==> config.mk <==
export PLATFORM = sky130hd
export DESIGN_NAME = demux4_rr_dist_flat
export DESIGN_NICKNAME = d
export VERILOG_FILES = /design/src/rtl/demux4_rr_dist_if.sv /design/src/rtl/demux4_rr_dist.sv /design/src/flat_wrapper.sv
export SDC_FILE = /design/constraint.sdc
export NUM_CORES = 1
export LEC_CHECK = 0
export ABC_AREA = 1
export BUFFER_PORTS_ARGS = -buffer_cell sky130_fd_sc_hd__buf_2
export CAP_MARGIN = 10
export CELL_PAD_IN_SITES_DETAIL_PLACEMENT = 1
export CELL_PAD_IN_SITES_GLOBAL_PLACEMENT = 1
export CORE_ASPECT_RATIO = 0.75
export CORE_MARGIN = 2
export CORE_UTILIZATION = 31
export CTS_CLUSTER_DIAMETER = 120
export CTS_CLUSTER_SIZE = 8
export DETAILED_ROUTE_END_ITERATION = 6
export PLACE_DENSITY = 0.76
export SLEW_MARGIN = 20
export SYNTH_ARGS = -nofsm -noshare
export SYNTH_HDL_FRONTEND = slang
export SYNTH_SLANG_ARGS = --single-unit
==> constraint.sdc <==
create_clock -name i_clk -period 3.25 [get_ports i_clk]
set_clock_uncertainty 0.2 [all_clocks]
set_input_delay 0 -clock i_clk [delete_from_list [all_inputs] [get_ports i_clk]]
set_output_delay 0 -clock i_clk [all_outputs]
set_load 0.01 [all_outputs]
==> src/rtl/demux4_rr_dist_if.sv <==
// demux4_rr_dist_if: stream-side and lane-side signals of the 1-to-4
// round-robin distributor. Signal names follow the distributor's own view
// (i_* flow into it, o_* flow out of it).
//   slave  : the distributor itself
//   master : the surrounding environment (upstream source + downstream lanes)
interface demux4_rr_dist_if #(
    parameter int WIDTH = 8
);
    logic             i_valid;
    logic [WIDTH-1:0] i_data;
    logic             o_ready;
    logic [3:0]       o_valid;
    logic [WIDTH-1:0] o_data;
    logic [3:0]       i_ready;
    logic [1:0]       o_lane;
    logic             o_busy;

    modport slave (
        input  i_valid, i_data, i_ready,
        output o_ready, o_valid, o_data, o_lane, o_busy
    );

    modport master (
        output i_valid, i_data, i_ready,
        input  o_ready, o_valid, o_data, o_lane, o_busy
    );
endinterface

==> src/rtl/demux4_rr_dist.sv <==
// demux4_rr_dist: round-robin 1-to-4 stream distributor.
// One holding register between the input and four lanes; each word goes to
// the lane selected by a 2-bit pointer that advances 0,1,2,3,0,... after
// every lane transfer. Latency one cycle, one word per cycle sustained.
// Optional feature macro: DEMUX4_SKIP_BUSY_EN -- when the target lane is
// stalled and another lane is ready, retarget the held word to the first
// ready lane after the pointer (no transfer in that cycle).
module demux4_rr_dist #(
    parameter int WIDTH = 8
) (
    input  logic              i_clk,
    input  logic              i_rst,
    demux4_rr_dist_if.slave   bus
);

    typedef enum logic {
        EMPTY = 1'b0,
        FULL  = 1'b1
    } hold_e;

    hold_e            state_q, state_d;
    logic [1:0]       ptr_q,   ptr_d;
    logic [WIDTH-1:0] data_q,  data_d;

    logic lane_fire;
    logic in_fire;

    // Handshake qualifiers; o_ready passes i_ready[ptr] straight through so
    // a full register can be refilled in the same cycle it drains.
    assign lane_fire   = (state_q == FULL) && bus.i_ready[ptr_q];
    assign bus.o_ready = !i_rst && ((state_q == EMPTY) || lane_fire);
    assign in_fire     = bus.i_valid && bus.o_ready;

    assign bus.o_valid = (state_q == FULL) ? (4'b0001 << ptr_q) : 4'b0000;
    assign bus.o_data  = data_q;
    assign bus.o_lane  = ptr_q;
    assign bus.o_busy  = (state_q == FULL);

`ifdef DEMUX4_SKIP_BUSY_EN
    logic [1:0] skip_lane;
    logic       skip_hit;
    logic [1:0] cand;

    // First ready lane in cyclic order after ptr; scanning the farthest
    // offset first lets the nearest hit overwrite it.
    always_comb begin
        skip_lane = ptr_q;
        skip_hit  = 1'b0;
        cand      = ptr_q;
        for (int k = 3; k >= 1; k--) begin
            cand = ptr_q + k[1:0];
            if (bus.i_ready[cand]) begin
                skip_lane = cand;
                skip_hit  = 1'b1;
            end
        end
    end
`endif

    // Next-state: pointer advance/retarget, data load, holding flag.
    always_comb begin
        // NOTE: every signal gets its hold value first so no path leaves it
        // unassigned; otherwise synthesis infers a latch.
        state_d = state_q;
        ptr_d   = ptr_q;
        data_d  = data_q;

        if (lane_fire) begin
            ptr_d = ptr_q + 2'd1;
        end
`ifdef DEMUX4_SKIP_BUSY_EN
        else if ((state_q == FULL) && skip_hit) begin
            ptr_d = skip_lane;
        end
`endif

        if (in_fire) begin
            data_d  = bus.i_data;
            state_d = FULL;
        end else if (lane_fire) begin
            state_d = EMPTY;
        end
    end

    // State register with synchronous reset.
    always_ff @(posedge i_clk) begin
        if (i_rst) begin
            state_q <= EMPTY;
            ptr_q   <= 2'd0;
            // NOTE: the data register is reset too, because o_data is
            // visible while empty and must read zero after reset.
            data_q  <= '0;
        end else begin
            // NOTE: non-blocking assignments so every register samples the
            // pre-edge values regardless of statement order.
            state_q <= state_d;
            ptr_q   <= ptr_d;
            data_q  <= data_d;
        end
    end

endmodule
==> src/flat_wrapper.sv <==
// flat-port wrapper written by rule: the top's interface ports become plain ports
module demux4_rr_dist_flat 
#(
    parameter int WIDTH = 8
)
  (i_clk, i_rst, bus_i_valid, bus_i_data, bus_i_ready, bus_o_ready, bus_o_valid, bus_o_data, bus_o_lane, bus_o_busy);
  demux4_rr_dist_if #(.WIDTH(WIDTH)) bus_i ();
  input  logic i_clk;
  input  logic i_rst;
  input wire logic [$bits(bus_i.i_valid)-1:0] bus_i_valid;
  input wire logic [$bits(bus_i.i_data)-1:0] bus_i_data;
  input wire logic [$bits(bus_i.i_ready)-1:0] bus_i_ready;
  output wire logic [$bits(bus_i.o_ready)-1:0] bus_o_ready;
  output wire logic [$bits(bus_i.o_valid)-1:0] bus_o_valid;
  output wire logic [$bits(bus_i.o_data)-1:0] bus_o_data;
  output wire logic [$bits(bus_i.o_lane)-1:0] bus_o_lane;
  output wire logic [$bits(bus_i.o_busy)-1:0] bus_o_busy;
  assign bus_i.i_valid = bus_i_valid;
  assign bus_i.i_data = bus_i_data;
  assign bus_i.i_ready = bus_i_ready;
  assign bus_o_ready = bus_i.o_ready;
  assign bus_o_valid = bus_i.o_valid;
  assign bus_o_data = bus_i.o_data;
  assign bus_o_lane = bus_i.o_lane;
  assign bus_o_busy = bus_i.o_busy;
  demux4_rr_dist #(.WIDTH(WIDTH)) u_core (.i_clk(i_clk), .i_rst(i_rst), .bus(bus_i));
endmodule
==> run_results.csv, run 1 <==
group,metric,value,unit
status,status,"completed",
flow_run,cap_viol_max_count,0,
global_route,grt_pass1_wl,4243,um
timing,rsz0062_at_grt,"false",
power_and_ir_drop,combPwrFrac,31.3,%
power_and_ir_drop,power.leakage,0.0006086,uW
global_route,grt.met1_usage,26.80,%
route,dr_total_vias,792,
synth,synthCells,92,
global_route,grt_pass1_vias,870,
power_and_ir_drop,switchingPower,122.5,uW
critical_path,arrival,2.56,ns
timing,hold_viol_final,0,
timing,holdWs,0.04112,ns
power_and_ir_drop,clkPwrFrac,26.9,%
cells_and_area,fillers,271,
global_route,use_met2,43.76,%
power_and_ir_drop,sw_frac_of_total,32.72,%
cells_and_area,layout.nets,170,
placement,port_buffers,30,
timing,tightest_slew,0.4243,ns
cells_and_area,multi_input_area,325.3,um2
synth,yosysSeqAreaShare,34.65,%
die,coreArea,1979,um2
synth,ys.warnings.count,0,
cells_and_area,antenna_cells,0,
critical_path,cp_max_fo,10,
clock_network,cts_tree,"yes",
critical_path,crit_path_start_kind,"flop",
placement,place.gp.congestion,0.7077,
timing,setup_viol,0,
clock_network,cts-root-buf,"clkbuf_4",
die,die_y,43.22,um
timing,fin_crit,2.593,ns
clock_network,post-cts-setup-buffers,0,
clock_network,cts_hold_buffers,28,
worst_hold_path,hold_class,"input port to flop",
synth,synth_cell_types,15,
clock_network,cts-resized-gates,0,
clock_network,cts_max_path_buffers,2,
synth,synthTopCellsByArea,"dfxtp_1 (35%), nand2_1 (15%), inv_1 (9.4%)",
route,routedWlPerCell,14.33,um
cells_and_area,syn_to_final_growth,73.03,%
cells_and_area,layout_common_cells,"buf_2 (30), dlygate4sd3_1 (28), nand2_1 (25)",
cells_and_area,layout_commonest_cell,"buf_2",
route,drt_iter0_markers,3,
die,die_width,56.29,um
timing,slew-limit-headroom,71.68,%
clock_network,clock-sinks,11,
power_and_ir_drop,seqPwrFrac,41.9,%
clock_network,htreeDepth,1,
timing,maxSlewViolCount,0,
global_route,grt_max_degree,12,
critical_path,end_kind,"flop",
timing,final.period_utilization,79.78,%
power_and_ir_drop,powerDensity,340.3,nW/um2
synth,syn_area_per_cell,6.909,um2
global_route,grt_util_met3,4.573,%
cells_and_area,regArea,220.2,um2
route,drt_wl_total,2494,um
route,first_pass_iters,4,
timing,finalSetupTns,0,ns
global_route,grt_overflow,0,
critical_path,cp_data_required_time,3.22,ns
critical_path,crit_type,"flop to flop",
global_route,grt.total_usage,23.48,%
power_and_ir_drop,vdd_drop_max,182.2,uV
clock_network,cts_buffers,3,
placement,dpl.hpwl,1252,um
route,detail-route-antenna-nets,0,
die,start_util,32.11,%
power_and_ir_drop,cell_internal_pwr,251.8,uW
global_route,grt.busiest_layer,"met2",
clock_network,worstSkewPairLatency,0.28,ns
synth,synth_top_area_share,34.65,%
die,die-area,2432,um2
cells_and_area,drive_above_1_share,28.00,%
die,rows,14,
global_route,antenna_found_initial,0,
synth,ys_ff_latch,11,
timing,max_freq,385.7,MHz
synth,syn_nets,111,
critical_path,r2r_slack,0.66,ns
die,pin_count,31,
route,drc,0,
critical_path,crit_chain,"inv_2 > nand2_2 > nand3_2 > nand2_2 > nand2_4 > nand4_1 > dlygate4sd3_1 > nand2_1 > dlygate4sd3_1",
clock_network,clk_pin_slew,0.08,ns
route,via_per_inst,4.552,
critical_path,cpPeakStageDelay,0.59,ns
synth,synth_area,635.6,um2
critical_path,cpMaxStageDelayCell,"dlygate4sd3_1",
synth,yosysTopAreaCell,"dfxtp_1",
## critical path, delay by kind of cell (launching register included)
kind | cells | cell delay (ns)
flip-flops | 1 | 0.44
buffers and inverters | 3 | 1.25
AND/OR/NAND/NOR | 6 | 0.58
## kinds of logic after synthesis
logic type	synth area share, %
AND/OR/NAND/NOR	41.73
buffers and inverters	14.17
flip-flops	34.65
adder cells (fa/ha/maj)	7.874
AO/OA/AOI/OAI	1.575
## routing by layer
metal	up-vias	share of wire [%]
li1	399	-
met1	369	41
met2	17	54
met3	7	2.9
met4	0	2.2
met5	-	0
## path summary, 6_finish.rpt
check                                             to                  from  depth (start not counted)
worst max-delay path            u_core.bus.o_data[3]  u_core.bus.o_lane[0]                          9
worst min-delay path            u_core.bus.o_lane[0]        bus_i_ready[0]                          6
worst max register to register  u_core.bus.o_data[3]  u_core.bus.o_lane[0]                          9
worst min register to register  u_core.bus.o_lane[1]  u_core.bus.o_lane[1]                          4
## sequential cells by signal, indices dropped and copies added, names as in the netlist
| signal | count |
|---|---|
| u_core.bus.o_data | 8 |
| u_core.bus.o_lane | 2 |
| u_core.bus.o_busy | 1 |
## power by group through the flow
stage               combinational [uW]  sequential (uW)  clock [uW]
finish                             117              157         101
global route                       129              159         112
CTS                                111              157        98.1
detailed placement                82.1              160           0
global placement                  80.4              158           0
floorplan                         48.9              162           0
## final cells by class
| class | count | area share (%) |
|---|---|---|
| Timing Repair Buffer | 58 | 39.14 |
| Multi-Input combinational cell | 59 | 29.58 |
| Sequential cell | 11 | 20.02 |
| Inverter | 18 | 6.143 |
| Tap cell | 24 | 2.730 |
| Clock buffer | 4 | 2.389 |
## cell usage after synthesis
cell type  instances
nand2_1           25
inv_1             16
dfxtp_1           11
nor2_1            10
nand4_1            9
ha_1               4
nand2_2            3
a21oi_1            2
buf_4              2
clkbuf_1           2
inv_2              2
nand3_1            2
nand3_2            2
nand2_4            1
nand3_4            1
## metrics by stage
step	utilization (%)	cell area [um2]	setup slack (ns)	power, uW	cells
after floorplan	-	635.6	1.869	211.1	92
after global placement	40.08	793.3	1.849	238.9	142
after detailed placement	40.08	793.3	1.778	241.8	142
after CTS	55.56	1100	0.7342	365.9	174
after global routing	55.56	1100	0.4571	400.9	174
final	55.56	1100	0.6570	374.3	174
(Power assumes the default switching activity.)
==> run 2, diff against run 1 <==
--- a/config.mk
+++ b/config.mk
@@ -12,11 +12,11 @@
 export CELL_PAD_IN_SITES_GLOBAL_PLACEMENT = 1
 export CORE_ASPECT_RATIO = 0.75
 export CORE_MARGIN = 2
-export CORE_UTILIZATION = 31
+export CORE_UTILIZATION = 29
 export CTS_CLUSTER_DIAMETER = 120
 export CTS_CLUSTER_SIZE = 8
 export DETAILED_ROUTE_END_ITERATION = 6
-export PLACE_DENSITY = 0.76
+export PLACE_DENSITY = 0.72
 export SLEW_MARGIN = 20
 export SYNTH_ARGS = -nofsm -noshare
 export SYNTH_HDL_FRONTEND = slang
==> constraint.sdc (replaced) <==
create_clock -name i_clk -period 2.48 [get_ports i_clk]
set_clock_uncertainty 0.2 [all_clocks]
set_input_delay 0 -clock i_clk [delete_from_list [all_inputs] [get_ports i_clk]]
set_output_delay 0 -clock i_clk [all_outputs]
set_load 0.01 [all_outputs]
==> run 2 against run 1 <==
  * Global-route usage decreased by 3.6 points
  * Count of clock-buffer cells in the layout stayed put
  * Utilization is 4.9 points lower
  * Critical endpoint is now u_core.bus.o_data[1]
  * Largest cell class unchanged
  * Sequential share of layout area up 1.4 points
==> run_results.csv, run 2 (same netlist as run 1, synthesis figures left out) <==
group,metric,value,unit
placement,port_buffers,30,
cells_and_area,layout.nets,163,
critical_path,path_common_cell,"nand2_2",
die,pin_count,31,
clock_network,htreeDepth,1,
clock_network,worstSkewPairLatency,0.28,ns
critical_path,cp_max_fo,10,
timing,holdWs,0.003729,ns
global_route,grt_overflow,0,
clock_network,cts-root-buf,"clkbuf_4",
critical_path,crit_chain,"inv_2 > nand2_2 > nand3_2 > nand2_2 > nand2_4 > nand4_1 > dlygate4sd3_1 > nand2_1",
cells_and_area,syn_to_final_growth,62.01,%
timing,fin_crit,2.015,ns
critical_path,crit_type,"flop to flop",
route,dr_total_vias,767,
cells_and_area,finish.utilization,50.68,%
timing,maxSlewViolCount,0,
status,status,"completed",
critical_path,crit_path_start_kind,"flop",
die,coreArea,2032,um2
clock_network,clk_pin_slew,0.08,ns
global_route,grt_pass1_vias,759,
critical_path,arrival,1.99,ns
cells_and_area,largest_reg_flops,8,
global_route,antenna_found_initial,0,
route,via_per_inst,4.593,
timing,slew-limit-headroom,73.05,%
die,die-area,2586,um2
route,drt_wl_total,2220,um
power_and_ir_drop,power.leakage,0.0005641,uW
clock_network,cts_buffers,3,
route,drc,0,
worst_hold_path,hold_class,"input port to flop",
clock_network,cts-resized-gates,0,
clock_network,post-cts-setup-buffers,0,
timing,tightest_slew,0.4037,ns
route,first_pass_iters,4,
route,routedWlPerCell,13.29,um
global_route,grt.total_usage,19.88,%
power_and_ir_drop,powerDensity,459.9,nW/um2
placement,place.gp.congestion,0.6730,
clock_network,cts_hold_buffers,21,
timing,setup_viol,0,
cells_and_area,layout_commonest_cell,"buf_2",
clock_network,cts_max_path_buffers,2,
critical_path,cpPeakStageDelay,0.57,ns
placement,dpl.hpwl,1398,um
timing,hold_viol_final,0,
die,rows,14,
route,detail-route-antenna-nets,0,
die,start_util,31.28,%
die,die_y,44.55,um
route,routed.top_layer,"met4",
route,wl_met3,80,um
route,wl_met1,944,um
cells_and_area,drive_above_1_share,29.37,%
route,met2_length,1164,um
flow_run,cap_viol_max_count,0,
die,die_width,58.06,um
critical_path,end_kind,"flop",
clock_network,cts_tree,"yes",
critical_path,cp_data_required_time,2.46,ns
route,drt_iter0_markers,16,
clock_network,clock-sinks,11,
cells_and_area,layout_common_cells,"buf_2 (30), nand2_1 (25), dlygate4sd3_1 (21)",
global_route,grt_max_degree,12,
power_and_ir_drop,vdd_drop_max,242.6,uV
global_route,grt_pass1_wl,3691,um
timing,rsz0062_at_grt,"false",
timing,final.period_utilization,81.25,%
timing,max_freq,496.3,MHz
critical_path,cpMaxStageDelayCell,"dlygate4sd3_1",
cells_and_area,antenna_cells,0,
timing,finalSetupTns,0,ns
-- run 2: layout make-up --
type                       count  area, um2
multi-input combinational     59      325.3
fill                         274       1002
tap                           24      30.03
timing repair buffer          51      360.3
sequential                    11      220.2
inverter                      18      67.56
clock buffer                   4      26.28
-- run 2: metal layers --
layer	track usage (%)	vias to the layer above
met5	0	-
met4	5.581	0
met3	5.263	4
met2	36.82	19
met1	22.67	361
li1	-	383
-- run 2: power breakdown --
| group | internal [uW] | switching [uW] |
|---|---|---|
| clock network | 62.4 | 68.5 |
| logic | 63.2 | 74.0 |
| registers | 192 | 14.0 |
| total | 317 | 156 |
-- run 2: path summary, 6_finish.rpt --
kind                        start  slack (ns)  depth (start not counted)                   end
max          u_core.bus.o_lane[0]        0.47                          8  u_core.bus.o_data[1]
min                bus_i_ready[0]       0.004                          6  u_core.bus.o_lane[1]
max reg2reg  u_core.bus.o_lane[0]        0.47                          8  u_core.bus.o_data[1]
min reg2reg  u_core.bus.o_data[0]        0.33                          4  u_core.bus.o_data[0]
-- run 2: worst max-delay path: cells and delay by family (launching register included) --
| family | cells | cell delay, ns |
|---|---|---|
| flops | 1 | 0.44 |
| buf+inv | 2 | 0.69 |
| simple gates | 6 | 0.59 |
-- run 2: per-stage QoR --
stage               setup slack (ns)  cell area, um2  instances  total power, uW
floorplan                      1.099           635.6         92            276.7
global placement               1.059           793.3        142            314.1
detailed placement            0.9967           793.3        142            319.4
CTS                           0.4866            1030        167            471.1
global route                  0.3260            1030        167            506.1
finish                        0.4651            1030        167            473.5
==> run 3, diff against run 2 <==
--- a/config.mk
+++ b/config.mk
@@ -5,14 +5,14 @@
 export SDC_FILE = /design/constraint.sdc
 export NUM_CORES = 1
 export LEC_CHECK = 0
-export ABC_AREA = 1
+export ABC_AREA = 0
 export BUFFER_PORTS_ARGS = -buffer_cell sky130_fd_sc_hd__buf_2
 export CAP_MARGIN = 10
 export CELL_PAD_IN_SITES_DETAIL_PLACEMENT = 1
 export CELL_PAD_IN_SITES_GLOBAL_PLACEMENT = 1
 export CORE_ASPECT_RATIO = 0.75
 export CORE_MARGIN = 2
-export CORE_UTILIZATION = 29
+export CORE_UTILIZATION = 32
 export CTS_CLUSTER_DIAMETER = 120
 export CTS_CLUSTER_SIZE = 8
 export DETAILED_ROUTE_END_ITERATION = 6
==> constraint.sdc (replaced) <==
create_clock -name i_clk -period 1.87 [get_ports i_clk]
set_clock_uncertainty 0.2 [all_clocks]
set_input_delay 0 -clock i_clk [delete_from_list [all_inputs] [get_ports i_clk]]
set_output_delay 0 -clock i_clk [all_outputs]
set_load 0.01 [all_outputs]
==> run 3 against run 2 <==
  * Sequential power grew 29%
  * Clock power grew 27%
  * Register-to-register slack lost 0.36 ns
  * Critical path type unchanged
  * Largest cell class is now multi-input gates
  * Largest power group unchanged
  * Highest routed layer is now met3
==> run_results.csv, run 3 <==
group,metric,value,unit
critical_path,crit_type,"flop to flop",
clock_network,worstSkewPairLatency,0.26,ns
cells_and_area,syn_to_final_growth,48.37,%
synth,yosysTopAreaCell,"dfxtp_1",
placement,pre_cts_ws,0.07624,ns
route,routedWlPerCell,12.36,um
die,start_util,33.23,%
status,status,"completed",
power_and_ir_drop,sw_frac_of_total,28.55,%
critical_path,r2r-start,"u_core.bus.o_lane[0]",
power_and_ir_drop,vdd_drop_max,424.5,uV
die,die_width,56.12,um
global_route,grt_overflow,0,
synth,synthCells,65,
route,detail-route-antenna-nets,0,
die,pin_count,31,
die,die_y,43.09,um
worst_hold_path,hold_class,"input port to flop",
critical_path,cpPeakStageDelay,0.58,ns
synth,synth_enable_flop_cells,0,
timing,tightest_slew,0.4153,ns
cells_and_area,regArea,220.2,um2
placement,dpl.hpwl,1142,um
route,dr_total_vias,601,
clock_network,cts_buffers,3,
synth,synth_common_cells,"nand2b_1 (16), dfxtp_1 (11), mux2i_1 (9)",
clock_network,cts_tree,"yes",
global_route,antenna_found_initial,0,
die,coreArea,1962,um2
cells_and_area,antenna_cells,0,
timing,slew-limit-headroom,71.52,%
cells_and_area,layout_commonest_cell,"buf_2",
flow_run,cap_viol_max_count,0,
critical_path,crit_chain,"mux4_2 > nand2_1 > mux2_1",
synth,synthTopCellsByArea,"dfxtp_1 (34%), nand2b_1 (15%), mux2i_1 (14%)",
critical_path,cp_max_fo,5,
synth,yosysSeqAreaShare,33.78,%
synth,synth_top_area_share,33.78,%
global_route,grt_pass1_vias,585,
synth,syn_nets,84,
synth,ys_ff_latch,11,
critical_path,cpMaxStageDelayCell,"mux4_2",
timing,finalSetupTns,0,ns
power_and_ir_drop,cell_internal_pwr,415.9,uW
route,drt_wl_total,1631,um
global_route,grt_max_degree,22,
clock_network,htreeDepth,1,
critical_path,crit_path_start_kind,"flop",
critical_path,arrival,1.72,ns
clock_network,cts-root-buf,"clkbuf_4",
placement,port_buffers,30,
clock_network,clock-sinks,11,
power_and_ir_drop,clkPwrFrac,28.7,%
route,drc,0,
worst_hold_path,worstHoldPathCells,4,
power_and_ir_drop,powerDensity,601.9,nW/um2
die,rows,14,
synth,ys.flop_type,"dfxtp_1",
worst_hold_path,min_from,"bus_i_ready[0]",
timing,hold_viol_final,0,
timing,maxSlewViolCount,0,
critical_path,r2r_slack,0.10,ns
synth,synth_area,651.9,um2
critical_path,end_kind,"flop",
cells_and_area,layout_common_cells,"buf_2 (30), nand2b_1 (16), dfxtp_1 (11)",
critical_path,reg2reg_depth,3,
global_route,grt.total_usage,13.75,%
timing,finalWorstSetupSlack,0.1037,ns
cells_and_area,drive_above_1_share,35.19,%
power_and_ir_drop,seqPwrFrac,45.5,%
synth,postSynth.asyncResetShare,0,%
clock_network,cts-resized-gates,0,
cells_and_area,fillers,248,
power_and_ir_drop,switchingPower,166.2,uW
cells_and_area,largest_reg_flops,8,
synth,syn_area_per_cell,10.03,um2
synth,synth_cell_types,19,
global_route,grt_pass1_wl,2553,um
timing,fin_crit,1.766,ns
critical_path,critPathLaunch,"u_core.bus.o_lane[0]",
cells_and_area,multi_input_area,401.6,um2
synth,yosysMostFrequentCell,"nand2b_1",
power_and_ir_drop,power.leakage,0.0004668,uW
die,die-area,2418,um2
route,drt_iter0_markers,6,
timing,final.period_utilization,94.45,%
route,via_per_inst,4.553,
power_and_ir_drop,combPwrFrac,25.8,%
cells_and_area,layout.nets,128,
timing,max_freq,566.2,MHz
timing,setup_viol,0,
route,first_pass_iters,4,
placement,place.gp.congestion,0.7009,
synth,ys.warnings.count,0,
timing,rsz0062_at_grt,"false",
clock_network,clk_pin_slew,0.07,ns
critical_path,cp_data_required_time,1.82,ns
clock_network,cts_max_path_buffers,2,
## run 3: metrics by stage
step / std cells / instance area (um2) / util [%] / hold slack (ns) / total power (uW)
floorplan: 65 / 651.9 / - / -0.07407 / 348.7
global placement: 117 / 820.8 / 41.84 / 0.04701 / 392.7
detailed placement: 117 / 820.8 / 41.84 / 0.05659 / 397.2
CTS: 131 / 947.2 / 48.28 / 0.09823 / 580.0
global route: 132 / 967.2 / 49.30 / 0.1381 / 616.4
finish: 132 / 967.2 / 49.30 / 0.1058 / 582.1
## run 3: final cells by class
cell class                      count  area share [%]
Multi-Input combinational cell     48           41.53
Timing Repair Buffer               42           28.72
Sequential cell                    11           22.77
Tap cell                           24           3.105
Clock buffer                        4           2.717
Inverter                            3           1.164
## run 3: logic make-up (layout without fill, tap and decap cells)
family	Yosys count	in the layout	share of synthesized area [%]
flip-flops	11	11	33.78
AND/OR/NAND/NOR	27	27	24.18
AO/OA/AOI/OAI	5	5	8.638
multiplexers	12	12	21.11
adder cells (fa/ha/maj)	4	4	7.678
buffers and inverters	6	49	4.607
## run 3: final timing paths
kind	endpoint
setup reg to reg	u_core.bus.o_lane[0]
hold reg to reg	u_core.bus.o_data[2]
setup / recovery	u_core.bus.o_lane[0]
hold / removal	u_core.bus.o_lane[1]
## run 3: timing repair
action,CTS,global route
hold buffers,10,0
hold endpoints to repair,11,0
buffers inserted,0,1
endpoints found under the setup margin,0,1
## run 3: power by group through the flow
stage               Clock, uW  Sequential, uW  Combinational [uW]
global route              185             269                 163
finish                    167             265                 150
detailed placement          0             271                 126
floorplan                   0             275                73.3
global placement            0             270                 123
CTS                       171             266                 143
## run 3: critical path: cells and delay by family, from the launching register on
kind | cells | cell delay, ns
flip-flops | 1 | 0.46
multiplexers | 2 | 0.90
AND/OR/NAND/NOR | 1 | 0.10
## run 3: per-layer routing
metal | vias up | global-route usage [%] | wire length (um) | part of all wire (%)
li1 | 303 | - | - | -
met1 | 284 | 16.18 | 737 | 45
met2 | 14 | 24.24 | 806 | 49
met3 | 0 | 3.049 | 87 | 5.3
met4 | 0 | 5.714 | 0 | 0
met5 | - | 0 | 0 | 0
